## config.mk

```make
export PLATFORM = sky130hd
export DESIGN_NAME = hv_run_sequencer
export DESIGN_NICKNAME = d
export VERILOG_FILES = /design/src/rtl/hpu_ctrl_pkg.sv /design/src/rtl/hv_run_sequencer_watchdog.sv /design/src/rtl/hv_run_sequencer.sv
export SDC_FILE = /design/constraint.sdc
export NUM_CORES = 1
export LEC_CHECK = 0
export CAP_MARGIN = 20
export CORE_MARGIN = 4
export CORE_UTILIZATION = 63
export CTS_CLUSTER_DIAMETER = 100
export DETAILED_ROUTE_END_ITERATION = 12
export PLACE_DENSITY = 0.95
export SYNTH_ARGS = -nofsm -noshare
export SYNTH_HDL_FRONTEND = slang
export SYNTH_SLANG_ARGS = --single-unit
```

## constraint.sdc

```tcl
create_clock -name AXIS_ACLK -period 5.5 [get_ports AXIS_ACLK]
set_input_delay 1.65 -clock AXIS_ACLK [delete_from_list [all_inputs] [get_ports AXIS_ACLK]]
set_output_delay 1.65 -clock AXIS_ACLK [all_outputs]
set_load 0.05 [all_outputs]
```

## src/rtl/hpu_ctrl_pkg.sv

```systemverilog
`default_nettype none
// ============================================================================
// Module  : hpu_ctrl_pkg
// Brief   : State encodings, register word indices and CTRL bit positions
//           shared by the HDC run sequencer.
// Revision: 1.0 - initial release
// ============================================================================
package hpu_ctrl_pkg;

  typedef enum logic [2:0] {
    ST_IDLE  = 3'd0,
    ST_LOAD  = 3'd1,
    ST_EXEC  = 3'd2,
    ST_DRAIN = 3'd3,
    ST_DONE  = 3'd4,
    ST_ERR   = 3'd5
  } hv_state_e;

  localparam logic [2:0] c_REG_CTRL     = 3'd0;
  localparam logic [2:0] c_REG_STATUS   = 3'd1;
  localparam logic [2:0] c_REG_IN_LEN   = 3'd2;
  localparam logic [2:0] c_REG_OUT_LEN  = 3'd3;
  localparam logic [2:0] c_REG_IN_CNT   = 3'd4;
  localparam logic [2:0] c_REG_OUT_CNT  = 3'd5;
  localparam logic [2:0] c_REG_TO_LIMIT = 3'd6;

  localparam int c_CTRL_START_COM = 0;
  localparam int c_CTRL_START_RUN = 1;
  localparam int c_CTRL_ABORT     = 2;
  localparam int c_CTRL_IRQ_CLR   = 3;

  function automatic logic is_busy(input hv_state_e s);
    return (s == ST_LOAD) || (s == ST_EXEC) || (s == ST_DRAIN);
  endfunction

endpackage
`default_nettype wire

```

## src/rtl/hv_run_sequencer_watchdog.sv

```systemverilog
`default_nettype none
// ============================================================================
// Module  : hv_watchdog
// Brief   : Saturating idle-cycle counter; pulses expire on the cycle whose
//           count equals a nonzero limit.
// Revision: 1.0 - initial release
// ============================================================================
module hv_watchdog #(
  parameter int TO_W = 20
) (
  input  logic            clk,
  input  logic            rst_n,
  input  logic            enable,
  input  logic            clear,
  input  logic [TO_W-1:0] limit,
  output logic            expire
);

  logic [TO_W-1:0] r_cnt;
  logic [TO_W:0]   w_cnt_p1;

  // r_cnt holds completed idle cycles, so the current cycle is number r_cnt+1
  assign w_cnt_p1 = {1'b0, r_cnt} + {{TO_W{1'b0}}, 1'b1};
  assign expire   = enable && !clear && (limit != '0) && (w_cnt_p1 == {1'b0, limit});

  always_ff @(posedge clk or negedge rst_n) begin
    if (!rst_n) begin
      r_cnt <= '0;
    end else if (!enable || clear) begin
      r_cnt <= '0;
    end else if (r_cnt != '1) begin
      r_cnt <= w_cnt_p1[TO_W-1:0];
    end
  end

endmodule
`default_nettype wire

```

## src/rtl/hv_run_sequencer.sv

```systemverilog
`default_nettype none
// ============================================================================
// Module  : hv_run_sequencer
// Brief   : Job sequencer for the HDC accelerator: prepare/execute phases,
//           beat counting, watchdog, status registers and level interrupt.
// Revision: 1.0 - initial release
// ============================================================================
module hv_run_sequencer
  import hpu_ctrl_pkg::*;
#(
  parameter int CNT_W = 16,
  parameter int TO_W  = 20
) (
  input  logic        AXIS_ACLK,
  input  logic        AXIS_ARESETN,
  input  logic        reg_we,
  input  logic        reg_re,
  input  logic [2:0]  reg_addr,
  input  logic [31:0] reg_wdata,
  output logic [31:0] reg_rdata,
  output logic        reg_rvalid,
  input  logic        in_valid,
  input  logic        in_ready,
  input  logic        in_last,
  input  logic        out_valid,
  input  logic        out_ready,
  input  logic        out_last,
  output logic        com,
  output logic        run,
  output logic        busy,
  output logic        irq
);

  hv_state_e        r_state, w_state_nxt;
  logic [CNT_W-1:0] r_in_len, r_out_len, r_in_cnt, r_out_cnt;
  logic [CNT_W-1:0] w_in_cnt_nxt, w_out_cnt_nxt, w_in_cnt_inc, w_out_cnt_inc;
  logic [TO_W-1:0]  r_to_limit;
  logic             r_done, r_err_len, r_err_to, r_irq, r_com, r_run, r_busy;
  logic             w_done_nxt, w_err_len_nxt, w_err_to_nxt, w_irq_set;
  logic             w_in_hs, w_out_hs, w_wr_ctrl, w_start, w_abort, w_irq_clr;
  logic             w_idle_like, w_wd_expire, w_unused_wdata;

  assign w_in_hs     = in_valid & in_ready;
  assign w_out_hs    = out_valid & out_ready;
  assign w_wr_ctrl   = reg_we && (reg_addr == c_REG_CTRL);
  assign w_abort     = w_wr_ctrl && reg_wdata[c_CTRL_ABORT];
  assign w_irq_clr   = w_wr_ctrl && reg_wdata[c_CTRL_IRQ_CLR];
  assign w_idle_like = !is_busy(r_state);
  assign w_start     = w_wr_ctrl && !reg_wdata[c_CTRL_ABORT] && w_idle_like &&
                       (reg_wdata[c_CTRL_START_COM] || reg_wdata[c_CTRL_START_RUN]);
  assign w_unused_wdata = ^reg_wdata;

  assign w_in_cnt_inc  = (r_in_cnt  == '1) ? r_in_cnt  : r_in_cnt  + CNT_W'(1);
  assign w_out_cnt_inc = (r_out_cnt == '1) ? r_out_cnt : r_out_cnt + CNT_W'(1);

  // Idle-like states hold the watchdog at zero, which also gives a fresh count at start
  hv_watchdog #(.TO_W(TO_W)) u_watchdog (
    .clk    (AXIS_ACLK),
    .rst_n  (AXIS_ARESETN),
    .enable (r_busy),
    .clear  (w_in_hs | w_out_hs),
    .limit  (r_to_limit),
    .expire (w_wd_expire)
  );

  always_comb begin
    w_state_nxt   = r_state;
    w_in_cnt_nxt  = r_in_cnt;
    w_out_cnt_nxt = r_out_cnt;
    w_done_nxt    = r_done;
    w_err_len_nxt = r_err_len;
    w_err_to_nxt  = r_err_to;
    w_irq_set     = 1'b0;
    if (w_start) begin
      w_in_cnt_nxt  = '0;
      w_out_cnt_nxt = '0;
      w_done_nxt    = 1'b0;
      w_err_len_nxt = 1'b0;
      w_err_to_nxt  = 1'b0;
      if (r_in_len == '0) begin
        w_state_nxt   = ST_ERR;
        w_err_len_nxt = 1'b1;
        w_irq_set     = 1'b1;
      end else if (reg_wdata[c_CTRL_START_RUN]) begin
        w_state_nxt = ST_EXEC;
      end else begin
        w_state_nxt = ST_LOAD;
      end
    end else begin
      case (r_state)
        ST_LOAD, ST_EXEC: begin
          if (w_in_hs) begin
            w_in_cnt_nxt = w_in_cnt_inc;
            if (in_last && (w_in_cnt_inc != r_in_len)) w_err_len_nxt = 1'b1;
            if (w_in_cnt_inc == r_in_len) begin
              if (r_state == ST_LOAD) begin
                w_state_nxt = ST_DONE;
                w_done_nxt  = 1'b1;
                w_irq_set   = 1'b1;
              end else begin
                w_state_nxt = ST_DRAIN;
              end
            end
          end
        end
        ST_DRAIN: begin
          if (w_in_hs) w_err_len_nxt = 1'b1;
          if (w_out_hs) begin
            w_out_cnt_nxt = w_out_cnt_inc;
            if (out_last) begin
              w_state_nxt = ST_DONE;
              w_done_nxt  = 1'b1;
              w_irq_set   = 1'b1;
              if (w_out_cnt_inc != r_out_len) w_err_len_nxt = 1'b1;
            end
          end
        end
        default: ;
      endcase
      // Expiry overrides a completion landing on the same cycle
      if (w_wd_expire) begin
        w_state_nxt  = ST_ERR;
        w_err_to_nxt = 1'b1;
        w_done_nxt   = r_done;
        w_irq_set    = 1'b1;
      end
    end
    if (w_abort) begin
      w_state_nxt = ST_IDLE;
      w_done_nxt  = r_done;
      w_irq_set   = 1'b0;
    end
  end

  always_ff @(posedge AXIS_ACLK or negedge AXIS_ARESETN) begin
    if (!AXIS_ARESETN) begin
      r_state    <= ST_IDLE;
      r_in_len   <= '0;
      r_out_len  <= '0;
      r_to_limit <= '0;
      r_in_cnt   <= '0;
      r_out_cnt  <= '0;
      r_done     <= 1'b0;
      r_err_len  <= 1'b0;
      r_err_to   <= 1'b0;
      r_irq      <= 1'b0;
      r_com      <= 1'b0;
      r_run      <= 1'b0;
      r_busy     <= 1'b0;
      reg_rdata  <= '0;
      reg_rvalid <= 1'b0;
    end else begin
      r_state   <= w_state_nxt;
      r_in_cnt  <= w_in_cnt_nxt;
      r_out_cnt <= w_out_cnt_nxt;
      r_done    <= w_done_nxt;
      r_err_len <= w_err_len_nxt;
      r_err_to  <= w_err_to_nxt;
      r_irq     <= w_irq_set | (r_irq & ~w_irq_clr);
      r_com     <= (w_state_nxt == ST_LOAD);
      r_run     <= (w_state_nxt == ST_EXEC) || (w_state_nxt == ST_DRAIN);
      r_busy    <= is_busy(w_state_nxt);
      if (reg_we && !r_busy) begin
        case (reg_addr)
          c_REG_IN_LEN:   r_in_len   <= reg_wdata[CNT_W-1:0];
          c_REG_OUT_LEN:  r_out_len  <= reg_wdata[CNT_W-1:0];
          c_REG_TO_LIMIT: r_to_limit <= reg_wdata[TO_W-1:0];
          default: ;
        endcase
      end
      reg_rvalid <= reg_re;
      if (reg_re) begin
        case (reg_addr)
          c_REG_STATUS:   reg_rdata <= {26'b0, r_state, r_err_to, r_err_len, r_done};
          c_REG_IN_LEN:   reg_rdata <= 32'(r_in_len);
          c_REG_OUT_LEN:  reg_rdata <= 32'(r_out_len);
          c_REG_IN_CNT:   reg_rdata <= 32'(r_in_cnt);
          c_REG_OUT_CNT:  reg_rdata <= 32'(r_out_cnt);
          c_REG_TO_LIMIT: reg_rdata <= 32'(r_to_limit);
          default:        reg_rdata <= '0;
        endcase
      end
    end
  end

  assign com  = r_com;
  assign run  = r_run;
  assign busy = r_busy;
  assign irq  = r_irq;

endmodule
`default_nettype wire

```

==> metrics.md, run 1 <==
| Metric | Value |
|---|---|
| Status | `finished, final reports clean` |
| Fmax | `0.238 GHz` |
| Worst path arrival time | `4.50 ns` |
| Initial Util | `64.3%` |
| Met3 Use GR | `7.68%` |
| Initial antenna violation count | `0` |
| Mapped Avg Cell Area | `9.34 sq um` |
| Register area share after synthesis | `39.7%` |
| CP delay by family, top | `simple AND/OR/NAND/NOR gates` |
| Post-synthesis cell count | `912` |
| Die Ht | `124 um` |
| Power per cell area | `425 mW/mm^2` |
| Worst-margin pin slew | `1.08 ns` |
| Final WL | `26300 um` |
| GRT busiest layer | `met2` |
| Buffers and inverters on the worst path | `2` |
| Die W | `124 um` |
| Gpl congestion | `1.01` |
| Distinct cells, synth | `81` |
| Slew Viols, Final | `0` |
| Post-DP HPWL | `17800 um` |
| Core Area | `0.0132 sq mm` |
| Final min period | `4.20 ns` |
| Total grt overflow | `0` |
| CP max stage cell | `a31oi_1` |
| GR met2 Demand/Resource | `53.3%` |
| LEAKAGE | `0.00383 uW` |
| CP startpoint kind | `input port` |
| R2R depth | `10` |
| Peak VDD IR | `264 uV` |
| Reg-to-Reg End | `r_err_len` |
| Worst Hold Path Cells | `2` |
| Vias | `7977` |
| Area growth from synthesis to layout | `13.7%` |
| IO Count | `82` |
| Sequential Power Share | `41.2%` |
| Switching share of power | `37.7%` |
| Fillers | `889` |
| CTS tree | `done` |
| Period utilization | `76.4%` |
| Clock slew at reported path FFs | `0.05 ns` |
| Clock skew | `0.00825 ns` |
| Met1 usage | `42.7%` |
| Final hold violation count | `0` |
| Reg2reg setup slack | `1.60 ns` |
| NumNets Final | `987` |
| 1st-iter DRT viols | `1287` |
| Critical path peak fanout | `8` |
| Diodes inserted | `0` |
| Total clock sinks | `135` |
| Most common cell after layout, fill and taps aside | `dfrtp_1` |
| Most frequent cells in the layout | `dfrtp_1, nand2_1, nor2_1` |
| Max-cap viol count | `0` |
| Psw | `1550 uW` |
| Clk Tree Root Cell | `clkbuf_16` |
| Drt pass-1 iters | `9` |
| Vias in the first global route | `7518` |
| Port bufs | `57` |
| Worst Hold End | `irq` |
| Critical Path Most Common Cell | `a31oi_1` |
| Pre-CTS WS | `1.01 ns` |
| Slack of the critical path | `1.30 ns` |
| Synth Register Bits | `135` |
| Synth async-reset ratio | `100%` |
| H-tree levels | `4` |
| # resized after CTS | `0` |
| Hold Crit Class | `register to register` |
| Share of layout cells above drive strength 1 | `13.6%` |
| Post-DRT Antenna Nets | `0` |
| Int Pwr | `2570 uW` |
| Critical path capture point type | `register` |
| Endpoints failing setup | `0` |
| Ys Warns | `0` |
| CP cell instances | `clkdlybuf4s50_1 -> nor4b_1 -> buf_4 -> nand3_1 -> a31oi_1 -> nand2_1 -> and2_1 -> nor3b_1 -> mux2i_1 -> a31oi_1` |
| Synthesized cell area | `0.00852 sq mm` |
| # hold bufs at CTS | `0` |
| Worst EP required | `5.79 ns` |
| Global-route wire length before repair | `41200 um` |
| Setup TNS | `0 ns` |
| Slew headroom | `27.7%` |
| Drt drc | `0` |
| Combinational group share of total power | `30.0%` |
| DR vias/cell | `7.07` |
| Post-synth EDFFs | `0` |
| Post CTS Setup Buffer Count | `0` |
| CP max stage delay | `0.61 ns` |
| Clk_lat worst skew | `0.43 ns` |
| Beginning of the worst hold path | `irq` |
| Largest net degree at the start of global routing | `108` |
| Die Area | `0.0154 sq mm` |
| Cell Rows | `42` |
| RSZ-0062 raised after global routing | `false` |
| CTS Buf Count | `17` |
| WS Path Type | `input port to register` |
| Clk pwr share | `28.7%` |
| Top FF cell, synth | `dfrtp_1` |
| Routed length per instance | `23.3 um` |
| Worst flop-to-flop path startpoint | `r_in_cnt[0]` |
| GRT Total Usage | `33.6%` |
| Clock Tree Buf Depth | `2` |
## power groups by stage
| stage | registers, uW | logic (uW) | clock network [uW] |
|---|---|---|---|
| final | 1700 | 1240 | 1180 |
| after global routing | 1710 | 1320 | 1240 |
| after CTS | 1660 | 1220 | 1190 |
| after detailed placement | 1670 | 1180 | 0 |
| after global placement | 1650 | 1130 | 0 |
| after floorplan | 1590 | 818 | 0 |
## cell usage after synthesis, types with 4 or more instances
cell type | count | share of area (%)
a211o_1 | 4 | 0.41
a211oi_1 | 5 | 0.44
a21oi_1 | 45 | 2.6
a221oi_1 | 6 | 0.62
a222oi_1 | 10 | 1.2
a22o_1 | 11 | 1.1
a311oi_1 | 6 | 0.62
a31oi_1 | 10 | 0.73
and2_1 | 6 | 0.44
and3_1 | 8 | 0.59
and4_1 | 5 | 0.51
buf_1 | 4 | 0.18
buf_2 | 6 | 0.35
buf_4 | 15 | 1.3
clkbuf_1 | 40 | 1.8
dfrtp_1 | 135 | 40
inv_1 | 33 | 1.5
mux2_2 | 63 | 8.3
mux2i_1 | 19 | 2.2
nand2_1 | 66 | 2.9
nand2b_1 | 9 | 0.66
nand3_1 | 36 | 2.1
nand3b_1 | 4 | 0.35
nand4_1 | 24 | 1.8
nor2_1 | 65 | 2.9
nor2b_1 | 8 | 0.59
nor3_1 | 23 | 1.4
nor3b_1 | 5 | 0.44
nor4_1 | 17 | 1.2
nor4_2 | 4 | 0.59
o211ai_1 | 6 | 0.53
o21ai_0 | 44 | 2.6
o21bai_1 | 4 | 0.35
o22ai_1 | 18 | 1.3
or2_2 | 4 | 0.29
or3_1 | 5 | 0.37
or4_1 | 8 | 0.70
xnor2_1 | 37 | 3.8
xor2_1 | 34 | 3.5
## worst max-delay path by stage
stage          endpoint  cells past startpoint  slack [ns]         from
6_report           busy                     10        1.30  reg_addr[1]
5_1_grt            busy                     10        1.23  reg_addr[0]
4_1_cts            busy                     10        1.38  reg_addr[1]
3_5_place_dp       busy                     10        1.01  reg_addr[1]
3_3_place_gp        com                     10        1.02     in_ready
2_1_floorplan       com                      9        1.85     in_valid
## layer usage
| layer | part of all wire, % | wire (um) | vias to the layer above |
|---|---|---|---|
| li1 | - | - | 3381 |
| met1 | 35 | 9310 | 3823 |
| met2 | 47 | 12200 | 630 |
| met3 | 12 | 3050 | 143 |
| met4 | 6.6 | 1730 | 0 |
| met5 | 0 | 0 | - |
## stage by stage
step | hold slack [ns] | power, uW | utilization, % | instances | area [sq um]
3_5_place_dp | 0.479 | 2850 | 68.5 | 1096 | 9070
3_3_place_gp | 0.474 | 2790 | 68.5 | 1096 | 9070
2_1_floorplan | 0.459 | 2410 | - | 923 | 8560
6_report | 0.506 | 4120 | 73.2 | 1128 | 9690
5_1_grt | 0.529 | 4270 | 73.2 | 1128 | 9690
4_1_cts | 0.514 | 4070 | 73.2 | 1128 | 9690
## final cells by class
cell class                 count  area [sq um]  area share (%)
multi-input combinational    684          4690            48.5
sequential                   135          3380            34.9
timing repair buffer          67           647            6.68
clock buffer                  23           508            5.24
tap                          176           220            2.27
inverter                      34           128            1.32
clock inverter                 9           114            1.18
## kinds of logic after synthesis
group / after synthesis / share of synthesized area (%)
simple gates: 307 / 19.2
compound gates: 206 / 16.3
flops: 135 / 39.7
buf+inv: 104 / 5.73
mux: 82 / 10.6
xor+xnor: 74 / 8.09
fa+ha+maj: 3 / 0.441
other cells: 1 / 0.0440
## flip-flops by register name (all words and copies together) (netlist names)
| signal | cells |
|---|---|
| r_err_to | 1 |
| com | 1 |
| r_err_len | 1 |
| u_watchdog.r_cnt | 20 |
| r_out_cnt | 16 |
| reg_rdata | 20 |
| r_done | 1 |
| busy | 1 |
| reg_rvalid | 1 |
| run | 1 |
| r_in_len | 16 |
| r_to_limit | 20 |
| r_state | 3 |
| r_in_cnt | 16 |
| r_out_len | 16 |
| irq | 1 |
## worst min-delay path: stages (launching register included)
cell and delay [ns]:
dfrtp_1 0.36, nand2_1 0.05, nand2_1 0.06
Note: power is estimated with default switching activity, not from simulation.
==> run 2: changes to the inputs <==
Settings changed: CORE_UTILIZATION 63 to 53, PLACE_DENSITY 0.95 to 0.9.
Clock period 5.5 ns to 3.7 ns, I/O delays scaled along.
==> run 2 against run 1 <==
  * Design area rose by 3.6%
  * Final cell count rose by 6.6%
  * Core utilization fell by 9.8 points
  * Clock skew rose by 0.0052 ns
  * Wire length fell by 1.9%
  * Register-to-register slack got worse by 1.4 ns
  * Sequential power rose by 48%
  * Worst setup slack got worse by 1.1 ns
  * Die area rose by 18%
  * Clock power rose by 51%
  * Via count fell by 2.0%
==> metrics.md, run 2 (synthesis gave the netlist of run 1 again) <==
| Metric | Value |
|---|---|
| Routed length per instance | `21.5 um` |
| Clock slew at reported path FFs | `0.05 ns` |
| Initial Util | `53.8%` |
| GRT Total Usage | `28.6%` |
| Global-route wire length before repair | `40500 um` |
| Dpl cells | `1169` |
| Critical path peak fanout | `4` |
| CP delay by family, top | `simple AND/OR/NAND/NOR gates` |
| Share of layout cells above drive strength 1 | `16.4%` |
| Critical path capture point type | `register` |
| Worst EP required | `4.04 ns` |
| # hold bufs at CTS | `0` |
| Largest registers | `r_to_limit: 20 flops, reg_rdata: 20 flops, u_watchdog.r_cnt: 20 flops` |
| Hold Crit Class | `register to register` |
| Total clock sinks | `135` |
| CTS Buf Count | `17` |
| Power per cell area | `611 mW/mm^2` |
| LEAKAGE | `0.00402 uW` |
| H-tree levels | `4` |
| Post-DRT Antenna Nets | `0` |
| Clock Tree Buf Depth | `2` |
| Vias in the first global route | `7473` |
| Vias | `7818` |
| Final min period | `3.54 ns` |
| Utilization after layout | `63.4%` |
| Diodes inserted | `0` |
| Slew Viols, Final | `0` |
| Combinational group share of total power | `29.8%` |
| Period utilization | `95.7%` |
| Max-cap viol count | `0` |
| Most frequent cells in the layout | `dfrtp_1, nand2_1, nor2_1` |
| CP startpoint kind | `input port` |
| Status | `finished, final reports clean` |
| Cell Rows | `46` |
| Psw | `2310 uW` |
| Core Area | `0.0158 sq mm` |
| Worst flop-to-flop path startpoint | `r_in_cnt[0]` |
| CP max stage cell | `or4_1` |
| Port bufs | `57` |
| CP cell instances | `clkdlybuf4s50_1 -> nand2_1 -> nand3_1 -> a2111oi_1 -> nand4_1 -> or4_1 -> nor4_2 -> buf_4 -> or2_2 -> o21ai_1 -> a211oi_2` |
| Switching share of power | `37.7%` |
| Die Ht | `135 um` |
| Clk pwr share | `29.1%` |
| Clk_lat worst skew | `0.44 ns` |
| Total grt overflow | `0` |
| Initial antenna violation count | `0` |
| NumNets Final | `1021` |
| Post-DP HPWL | `18400 um` |
| IO Count | `82` |
| Worst-margin pin slew | `0.926 ns` |
| Endpoints failing setup | `0` |
| CP max stage delay | `0.49 ns` |
| Clk Tree Root Cell | `clkbuf_16` |
| Fillers | `1221` |
| Drt drc | `0` |
| Drt pass-1 iters | `10` |
| Most common cell after layout, fill and taps aside | `dfrtp_1` |
| Die Area | `0.0182 sq mm` |
| RSZ-0062 raised after global routing | `false` |
| Die W | `135 um` |
| Largest net degree at the start of global routing | `70` |
| Sequential Power Share | `41.1%` |
| Final WL | `25800 um` |
| Clock skew | `0.0135 ns` |
| Gpl congestion | `1.05` |
| Final hold violation count | `0` |
| Beginning of the worst hold path | `irq` |
| CTS tree | `done` |
| Slew headroom | `38.1%` |
| DP Area | `0.00940 sq mm` |
| Int Pwr | `3820 uW` |
| Critical Path Source | `out_valid` |
| WS Path Type | `input port to register` |
| Buffers and inverters on the worst path | `2` |
| Area growth from synthesis to layout | `17.8%` |
| Worst path arrival time | `3.88 ns` |
| Peak VDD IR | `416 uV` |
| DR vias/cell | `6.50` |
| Fmax | `0.282 GHz` |
| Final std cells w/o fill | `1202` |
| 1st-iter DRT viols | `1157` |
| Final Cell Area | `0.0100 sq mm` |
## run 2: cell types whose count changed in the layout (fill, tap and decap cells not counted), moves of 2 or more
cell	delta
buf_4	+31
buf_12	+3
clkbuf_8	-5
inv_6	+2
## run 2: final cells by class
cell class / instances / area [sq um] / area share [%]
repair buffers: 101 / 940 / 9.37
well taps: 216 / 270 / 2.69
flip-flops and latches: 135 / 3380 / 33.7
clock inverters: 13 / 170 / 1.70
inverters: 34 / 128 / 1.27
clock buffers: 19 / 443 / 4.41
multi-input cells: 684 / 4700 / 46.9
## run 2: power by group through the flow
| stage | clock [uW] | sequential, uW | combinational (uW) |
|---|---|---|---|
| after floorplan | 0 | 2370 | 1220 |
| after global placement | 0 | 2470 | 1720 |
| after detailed placement | 0 | 2490 | 1780 |
| after CTS | 1800 | 2470 | 1810 |
| after global routing | 1850 | 2540 | 1970 |
| final | 1780 | 2520 | 1830 |
## run 2: routing by layer
layer  wire length, um  vias up  global-route usage, %
li1                  -     3461                      -
met1             10000     3754                   37.2
met2             11900      492                   43.9
met3              2660      111                   8.23
met4              1260        0                   14.3
met5                 0        -                      0
## run 2: path summary, 6_finish.rpt
check,endpoint,slack [ns],cells after the start
setup / recovery,com,0.16,11
hold / removal,irq,0.49,2
setup reg to reg,irq,0.19,10
hold reg to reg,irq,0.49,2
max in group asynchronous,r_out_len[8],2.30,2
min in group asynchronous,reg_rdata[4],0.70,1
## run 2: worst min-delay path, cell delays in order, from the launching register on
cell	delay, ns
dfrtp_1	0.35
nand2_1	0.05
nand2_1	0.06
## run 2: timing repair
item / CTS / global route
endpoints found under the setup margin: 0 / 4
buffers inserted: 0 / 1
resized for setup: 0 / 2
## run 2: stage by stage
step                setup WS, ns  hold WS, ns  power (uW)  setup TNS, ns
floorplan                  0.586        0.459        3580              0
global placement          -0.265        0.467        4190          -1.18
detailed placement        -0.315        0.468        4270          -1.42
CTS                        0.105        0.497        6080              0
global route             0.00980        0.517        6350              0
finish                     0.158        0.492        6130              0
==> edit, RTL diff (flow settings as in run 2) <==
`CNT_W`: 16 -> 12.
--- a/src/rtl/hv_run_sequencer.sv
+++ b/src/rtl/hv_run_sequencer.sv
@@ -8,7 +8,7 @@
 module hv_run_sequencer
   import hpu_ctrl_pkg::*;
 #(
-  parameter int CNT_W = 16,
+  parameter int CNT_W = 12,
   parameter int TO_W  = 20
 ) (
   input  logic        AXIS_ACLK,
Function: changed (Yosys sat finds a counterexample within 4 cycles, from zero or initial values and one cycle with AXIS_ARESETN low).
==> edit against run 2 <==
  * Utilization rose by 0.56 points
  * Setup slack better by 0.097 ns
  * Sequential cell count decreased by 16
  * Total power down 11%
  * Area after synthesis decreased by 13%
  * Wire length fell by 12%
  * Final area decreased by 12%
  * Clock power decreased by 7%
==> edit: results (changes against run 2) <==
[outcome]
outcome=complete, no violations

[placed_design]
portBuffers=57  ; unchanged
place_area_mm2=0.00821  ; -13%
hpwl_mm=15.9  ; -14%
place_congestion=0.992  ; -5.6%
dpl.cell_count=1024  ; -12%

[timing]
setup_viol=0  ; unchanged
max-slew-margin-rel_pct=46.1  ; +7.9 points
fin_skew_ns=0.00533  ; -0.00814 ns

[logic_synthesis]
ys_warn_count=0  ; unchanged
synth.avg_cell_area_um2=9.16  ; -2.0%
synth.distinct_cells=69  ; -15%
ys_top_cells_by_area=dfrtp_1 (40%), mux2_2 (8.0%), xnor2_1 (5.5%)
seq_area_frac_synth_pct=40.0  ; +0.39 points
yosys-top-cells-count=dfrtp_1 (119), nand2_1 (63), mux2_2 (53)
synth_edf_count=0  ; unchanged

[global_route]
grt_pass1_wl_mm=35.6  ; -12%
grt_usage_pct=28.3  ; -0.27 points
grt_pass1_vias=6683  ; -11%
antenna_found_initial=0  ; unchanged
grt_max_degree=58  ; -17%

[pwr]
pwr-share-comb_pct=29.7  ; about the same
p_clk_share_pct=30.2  ; +1.1 points
vdd_ir_drop_max_uv=394  ; -5.2%
p_leak_nw=3.48  ; -13%
combinationalPower_mw=1.63  ; -11%
p_switching_mw=2.04  ; -12%

[critical_path]
r2r_start=u_watchdog.r_cnt[1]$_DFFE_PN0P_
r2r_slack_ns=0.26  ; +0.07 ns
cp.arrival_ns=3.75  ; -0.13 ns
crit_fanout=3  ; -1
critPathCapture=busy$_DFF_PN0_
worstRegToRegCells=11  ; +1

[route]
wl_mm=22.7  ; -12%
wl_per_cell_um=21.5  ; +0.10%
first_iter_violations=662  ; -43%
num_vias=6904  ; -12%
drt-pass1-iter-count=6  ; -4

[final_layout]
n_antenna_cell=0  ; unchanged
drive_above_1_share_pct=15.0  ; -1.4 points
fill_cells=1060  ; -13%
fin_nets=913  ; -11%
reg.largest.list=r_to_limit: 20 flops, reg_rdata: 20 flops, u_watchdog.r_cnt: 20 flops

[hold_path]
whs_path_depth=2  ; unchanged
min_to=r_err_to$_DFFE_PN0P_
worstHoldStart=r_err_to$_DFFE_PN0P_

[cts]
htreeDepth=4  ; unchanged
path_clk_slew_ns=0.05  ; about the same
ctsLongestPathBuffers=2  ; unchanged
clock_latency_ns=0.42  ; -0.02 ns

edit: per-stage QoR:
| stage | utilization, % | hold slack, ns | worst slack [ns] |
|---|---|---|---|
| 6_report | 63.9 | 0.515 | 0.255 |
| 3_5_place_dp | 59.4 | 0.496 | -0.110 |
| 2_1_floorplan | - | 0.462 | 0.494 |
| 5_1_grt | 63.9 | 0.545 | -0.00137 |
| 4_1_cts | 63.7 | 0.516 | 0.224 |
| 3_3_place_gp | 59.4 | 0.488 | 0.0655 |
edit: routing by layer:
metal / GRT usage (%) / share of wire (%) / vias to the layer above
met5: 0 / 0 / -
met4: 17.1 / 6.2 / 0
met3: 7.71 / 9.0 / 115
met2: 44.1 / 46 / 426
met1: 35.2 / 38 / 3318
li1: - / - / 3045
edit: logic make-up after synthesis:
| kind of cell | synth area share (%) |
|---|---|
| simple gates | 20.3 |
| compound gates | 15.4 |
| flops | 40.0 |
| buf+inv | 5.54 |
| mux | 10.3 |
| xor+xnor | 7.86 |
| fa+ha+maj | 0.505 |
| other cells | 0.0504 |
edit: area by class of cell:
| cell class | count | area share (%) |
|---|---|---|
| Clock buffer | 25 | 5.72 |
| Inverter | 30 | 1.27 |
| Timing Repair Buffer | 87 | 9.25 |
| Multi-Input combinational cell | 610 | 46.5 |
| Clock inverter | 7 | 1.03 |
| Sequential cell | 119 | 33.7 |
| Tap cell | 180 | 2.55 |
edit: repair_timing:
action | in CTS | in global routing
endpoints found under the setup margin | 0 | 2
setup buffers | 0 | 2
gates resized for setup | 0 | 3
edit: worst max-delay path: stages:
cell and delay [ns]:
clkdlybuf4s50_1 0.43, nand2_1 0.10, nand3_1 0.19, a311o_1 0.34, nor4_2 0.32, o2111ai_2 0.20, nor4_2 0.32, buf_4 0.18
nor2_1 0.05, a21boi_1 0.18, a311oi_1 0.32
